### src/rtl/twos_to_signmag_pkg.sv
// rtl/twos_to_signmag_pkg.sv - shared FSM states and default operand width
package twos_to_signmag_pkg;

  typedef enum logic [1:0] {IDLE, SHIFT, DONE} state_t;

  localparam int default_width = 16;

endpackage

### src/rtl/twos_to_signmag_serial_negate_bit.sv
// rtl/twos_to_signmag_serial_negate_bit.sv - one-bit serial negate cell
// Copies bits up to and including the first 1, inverts every later bit when sign is set.
module serial_negate_bit (
  input  logic clk,
  input  logic rst_n,
  input  logic clear,
  input  logic enable,
  input  logic sign,
  input  logic bit_in,
  output logic bit_out
);

  logic seen_one;

  always_ff @(posedge clk or negedge rst_n) begin
    if (!rst_n) begin
      seen_one <= 1'b0;
    end else if (clear) begin
      seen_one <= 1'b0;
    end else if (enable) begin
      seen_one <= seen_one | bit_in;
    end
  end

  assign bit_out = bit_in ^ (sign & seen_one);

endmodule

### src/rtl/twos_to_signmag.sv
// rtl/twos_to_signmag.sv - bit-serial two's-complement to sign/magnitude converter
// One bit per cycle, LSB first; result is held in DONE until the consumer takes it.
module twos_to_signmag
  import twos_to_signmag_pkg::*;
#(
  parameter int WIDTH = default_width
) (
  input  logic             clk,
  input  logic             rst_n,
  input  logic             in_valid,
  output logic             in_ready,
  input  logic [WIDTH-1:0] in_data,
  output logic             out_valid,
  input  logic             out_ready,
  output logic             out_sign,
  output logic [WIDTH-1:0] out_mag,
  output logic             out_ovf
);

  localparam int CW = (WIDTH > 1) ? $clog2(WIDTH) : 1;
  localparam logic [CW-1:0]    last_bit = CW'(WIDTH - 1);
  localparam logic [WIDTH-1:0] most_neg = {1'b1, {(WIDTH-1){1'b0}}};

  state_t           state, state_nxt;
  logic [WIDTH-1:0] sreg;
  logic [CW-1:0]    cnt;
  logic             accept;
  logic             shift_en;
  logic             bit_out;

  always_ff @(posedge clk or negedge rst_n) begin
    if (!rst_n) begin
      state <= IDLE;
    end else begin
      state <= state_nxt;
    end
  end

  always_comb begin
    state_nxt = state;
    in_ready  = 1'b0;
    out_valid = 1'b0;
    accept    = 1'b0;
    shift_en  = 1'b0;
    case (state)
      IDLE: begin
        in_ready = 1'b1;
        if (in_valid) begin
          accept    = 1'b1;
          state_nxt = SHIFT;
        end
      end
      SHIFT: begin
        shift_en = 1'b1;
        if (cnt == last_bit) begin
          state_nxt = DONE;
        end
      end
      DONE: begin
        out_valid = 1'b1;
        if (out_ready) begin
          state_nxt = IDLE;
        end
      end
      default: state_nxt = IDLE;
    endcase
  end

  // The only operand whose magnitude needs all WIDTH bits is the most negative one.
  always_ff @(posedge clk or negedge rst_n) begin
    if (!rst_n) begin
      sreg     <= '0;
      cnt      <= '0;
      out_sign <= 1'b0;
      out_mag  <= '0;
      out_ovf  <= 1'b0;
    end else if (accept) begin
      sreg     <= in_data;
      cnt      <= '0;
      out_sign <= in_data[WIDTH-1];
      out_mag  <= '0;
      out_ovf  <= (in_data == most_neg);
    end else if (shift_en) begin
      sreg    <= sreg >> 1;
      out_mag <= {bit_out, out_mag[WIDTH-1:1]};
      cnt     <= (cnt == last_bit) ? '0 : cnt + 1'b1;
    end
  end

  serial_negate_bit u_negate (
    .clk     (clk),
    .rst_n   (rst_n),
    .clear   (accept),
    .enable  (shift_en),
    .sign    (out_sign),
    .bit_in  (sreg[0]),
    .bit_out (bit_out)
  );

endmodule

### config.mk
export PLATFORM = sky130hd
export DESIGN_NAME = twos_to_signmag
export DESIGN_NICKNAME = d
export VERILOG_FILES = /design/src/rtl/twos_to_signmag_pkg.sv /design/src/rtl/twos_to_signmag_serial_negate_bit.sv /design/src/rtl/twos_to_signmag.sv
export SDC_FILE = /design/constraint.sdc
export NUM_CORES = 1
export LEC_CHECK = 0
export BUFFER_PORTS_ARGS = -buffer_cell sky130_fd_sc_hd__buf_2
export CORE_ASPECT_RATIO = 1.25
export CORE_MARGIN = 2
export CORE_UTILIZATION = 45
export CTS_CLUSTER_DIAMETER = 30
export DETAILED_ROUTE_END_ITERATION = 10
export PLACE_DENSITY = 0.83
export SYNTH_ARGS = -nofsm -noshare
export SYNTH_HDL_FRONTEND = slang
export SYNTH_SLANG_ARGS = --single-unit
### constraint.sdc
create_clock -name clk -period 1.3 [get_ports clk]
set_input_delay 0 -clock clk [delete_from_list [all_inputs] [get_ports clk]]
set_output_delay 0 -clock clk [all_outputs]
set_load 0.005 [all_outputs]
==> results.py <==
metrics = {
    "outcome": {
        "outcome": "complete, no violations",
    },
    "pwr": {
        "power_frac_clock_pct": 20.0,
        "p_leak_nw": 1.19,
        "p_int_mw": 3.32,
        "combPwrFrac_pct": 38.8,
        "peakVddDrop_mv": 1.56,
        "swShare_pct": 35.7,
        "power_density_nw_per_um2": 2170,
        "power.switching_mw": 1.84,
        "pwr-share-seq_pct": 41.2,
    },
    "place": {
        "post-place-cells": 265,
        "port_buffers": 39,
        "place_hpwl_mm": 2.67,
        "dp_slack_ps": 82.1,
        "gp_congestion": 0.773,
    },
    "routing": {
        "wire_per_inst_um": 13.8,
        "wl_mm": 4.02,
        "antenna_left": 0,
        "dr.pass1.iters": 4,
        "vias_per_cell": 5.37,
        "drc": 0,
        "routed-via-count": 1563,
        "drt_iter0_markers": 103,
    },
    "timing": {
        "timing.fmax_mhz": 813,
        "grt_setup_unrepaired": "no",
        "finalSetupViolations": 0,
        "layout_setup_ws_ps": 70.5,
        "finalHoldViolCount": 0,
        "maxSlewViolCount": 0,
        "finalCritPeriodShare_pct": 94.6,
        "setup-tns-final_ps": 0,
        "worst_pin_slew_ps": 408,
        "skew_ps": 11.5,
        "maxSlewHeadroom_pct": 72.8,
        "period_minus_slack_ps": 1230,
    },
    "worst_hold_path": {
        "hp-start": "in_valid",
        "whs_path_depth": 3,
        "hold_class": "in -> reg",
    },
    "synth": {
        "synthAdderAreaFrac_pct": 0.715,
        "syn_area_um2": 1750,
        "synth_cell_types": 27,
        "ys_seq_area_share_pct": 58.6,
        "synth-seq-cells": 41,
        "synthXorXnorAreaFrac_pct": 0.500,
        "synth_top_family_by_area": "simple AND/OR/NAND/NOR gates",
        "synth_compound_area_share_pct": 15.1,
        "yosys.area_share.simple_pct": 21.2,
        "syn_avg_cell_area_um2": 9.46,
        "yosysWarningCount": 0,
        "syn_inst": 185,
        "synthMuxAreaShare_pct": 0,
        "syn_nets": 206,
    },
    "worst_setup_path": {
        "endpoint_kind": "flip-flop",
        "critPathLaunchType": "flip-flop",
        "cp_max_fo": 16,
        "worstSetupPathType": "reg -> reg",
        "reg2regPathDepth": 5,
        "crit_arrival_ps": 1460,
        "crit_start": "state[0]$_DFFE_PN0P_",
        "r2r-start": "state[0]$_DFFE_PN0P_",
        "crit_required_ps": 1530,
    },
    "final_layout": {
        "multi_input_area_um2": 671,
        "fin_cells": 291,
        "fillers": 285,
        "regArea_um2": 1030,
        "area_growth_syn_to_layout_pct": 36.0,
        "fin_nets": 271,
        "drive_above_1_share_pct": 24.3,
        "n_antenna_cell": 0,
    },
    "cts": {
        "cts_root_buffer": "clkbuf_8",
        "cts_made_buffers": 5,
        "htreeDepth": 2,
        "cts_buffer_depth": 2,
        "clock-sinks": 41,
        "cts_tree": "yes",
        "clock_latency_ps": 290,
        "clk_pin_slew_ps": 70,
    },
    "global_route": {
        "grt_overflow": 0,
        "grt_pass1_wl_mm": 6.57,
        "grt_max_degree": 26,
        "grtUsageTotal_pct": 20.0,
        "grt_pass1_vias": 1507,
        "antenna_found_initial": 0,
    },
    "die": {
        "start_util_pct": 46.6,
        "fp-row-count": 25,
        "pin_count": 40,
        "die_height_um": 73.7,
        "dieWidth_um": 59.8,
        "floorplan.die_area_um2": 4410,
        "core_area_um2": 3750,
    },
    "job": {
        "max-cap-violations": 0,
    },
}
per-layer routing:
layer	GRT usage, %	share of wire [%]	wire length [µm]
met1	22.7	42	1690
met2	34.9	53	2130
met3	4.58	3.4	138
met4	9.38	1.7	69
met5	0	0	0
Yosys cell counts:
cell type	n	share of area (%)
a22oi_1	15	6.4
o22ai_1	1	0.36
buf_2	6	1.7
a31oi_1	1	0.36
nand2b_1	2	0.71
o21bai_2	1	0.64
nand2_1	72	15
nor2_1	1	0.21
o21ai_0	11	3.1
dfrtp_1	41	59
and2_1	1	0.36
a21oi_1	1	0.29
o21ai_1	10	2.9
nor3b_1	1	0.43
ha_1	1	0.71
buf_4	4	1.7
nor2b_1	2	0.71
nand3_1	2	0.57
nor3_1	1	0.29
o2bb2ai_1	1	0.50
a22o_1	1	0.50
inv_1	2	0.43
nand4_1	1	0.36
xor2_1	1	0.50
nor4_1	3	1.1
nor3b_2	1	0.71
or3_1	1	0.36
worst max-delay path, stage by stage (launching register included):
cell,delay (ps)
dfrtp_1,420
buf_4,170
o21bai_2,260
buf_12,180
nand2_1,60
nand2_1,70
final timing paths:
check	end	slack, ps
worst max-delay path	sreg[11]$_DFFE_PN0P_	70
worst min-delay path	state[0]$_DFFE_PN0P_	40
worst max register to register	sreg[11]$_DFFE_PN0P_	70
worst min register to register	sreg[10]$_DFFE_PN0P_	480
max in group asynchronous	state[1]$_DFFE_PN0P_	660
min in group asynchronous	cnt[2]$_DFFE_PN0P_	160
power by group through the flow:
stage               Clock (mW)  Sequential (mW)  Combinational (mW)
global route              1.10             2.18                2.24
detailed placement           0             2.13                1.93
finish                    1.03             2.13                2.01
floorplan                    0             2.07                1.17
CTS                       1.05             2.11                1.98
global placement             0             2.11                1.88
placed cells by master, fill, tap and decap left out:
master         synthesis  final
nor4_1                 3      3
nor2_1                 1      1
clkbuf_8               0      6
buf_2                  6     39
and2_1                 1      1
a21oi_1                1      1
a22oi_1               15     15
nor2b_4                0      1
nor2b_1                2      1
nand3_1                2      2
dfrtp_1               41     40
xor2_1                 1      1
nor3b_4                0      1
o21ai_1               10     10
o21ai_0               11     11
nor3b_1                1      1
o21bai_2               1      1
buf_4                  4      7
nor3_1                 1      1
a22o_1                 1      1
dlygate4sd3_1          0     18
or3_1                  1      1
nand2b_1               2      2
buf_12                 0      4
o22ai_1                1      1
nand2_1               72     72
ha_1                   1      1
a31oi_1                1      1
o2bb2ai_1              1      1
dfrtp_2                0      1
bufinv_16              0      1
nand4_1                1      1
clkbuf_1               0      1
inv_1                  2      2
area by class of cell:
class	count	area share [%]
Clock inverter	1	1.26
Clock buffer	7	3.63
Inverter	2	0.315
Sequential cell	41	43.2
Timing Repair Buffer	68	21.3
Tap cell	40	2.10
Multi-Input combinational cell	132	28.2
metrics by stage:
| step | utilization (%) | instance area [µm²] | power (mW) | hold slack (ps) |
|---|---|---|---|---|
| after global placement | 55.3 | 2080 | 3.99 | -50.5 |
| final | 63.4 | 2380 | 5.17 | 40.0 |
| after floorplan | - | 1750 | 3.23 | -296 |
| after CTS | 63.2 | 2370 | 5.14 | 34.1 |
| after global routing | 63.4 | 2380 | 5.52 | 57.5 |
| after detailed placement | 55.3 | 2080 | 4.06 | -45.0 |
sequential cells by signal, summed over array words and instances (netlist names):
register           count
cnt                    4
out_ovf                1
sreg                  16
out_mag               16
state                  2
u_negate.seen_one      1
out_sign               1
repair_timing:
| item | in CTS | in global routing |
|---|---|---|
| resized for setup | 0 | 2 |
| hold endpoints to repair | 59 | 0 |
| endpoints found under the setup margin | 0 | 3 |
| setup buffers | 0 | 0 |
| hold buffers | 18 | 0 |
cells by family (layout without fill, tap and decap cells):
group | after synthesis | in the layout
AND/OR/NAND/NOR | 88 | 88
AO/OA/AOI/OAI | 42 | 42
flip-flops | 41 | 41
buffers and inverters | 12 | 78
adder cells (fa/ha/maj) | 1 | 1
XOR/XNOR | 1 | 1
No activity file was read; power rests on OpenSTA's default activity.
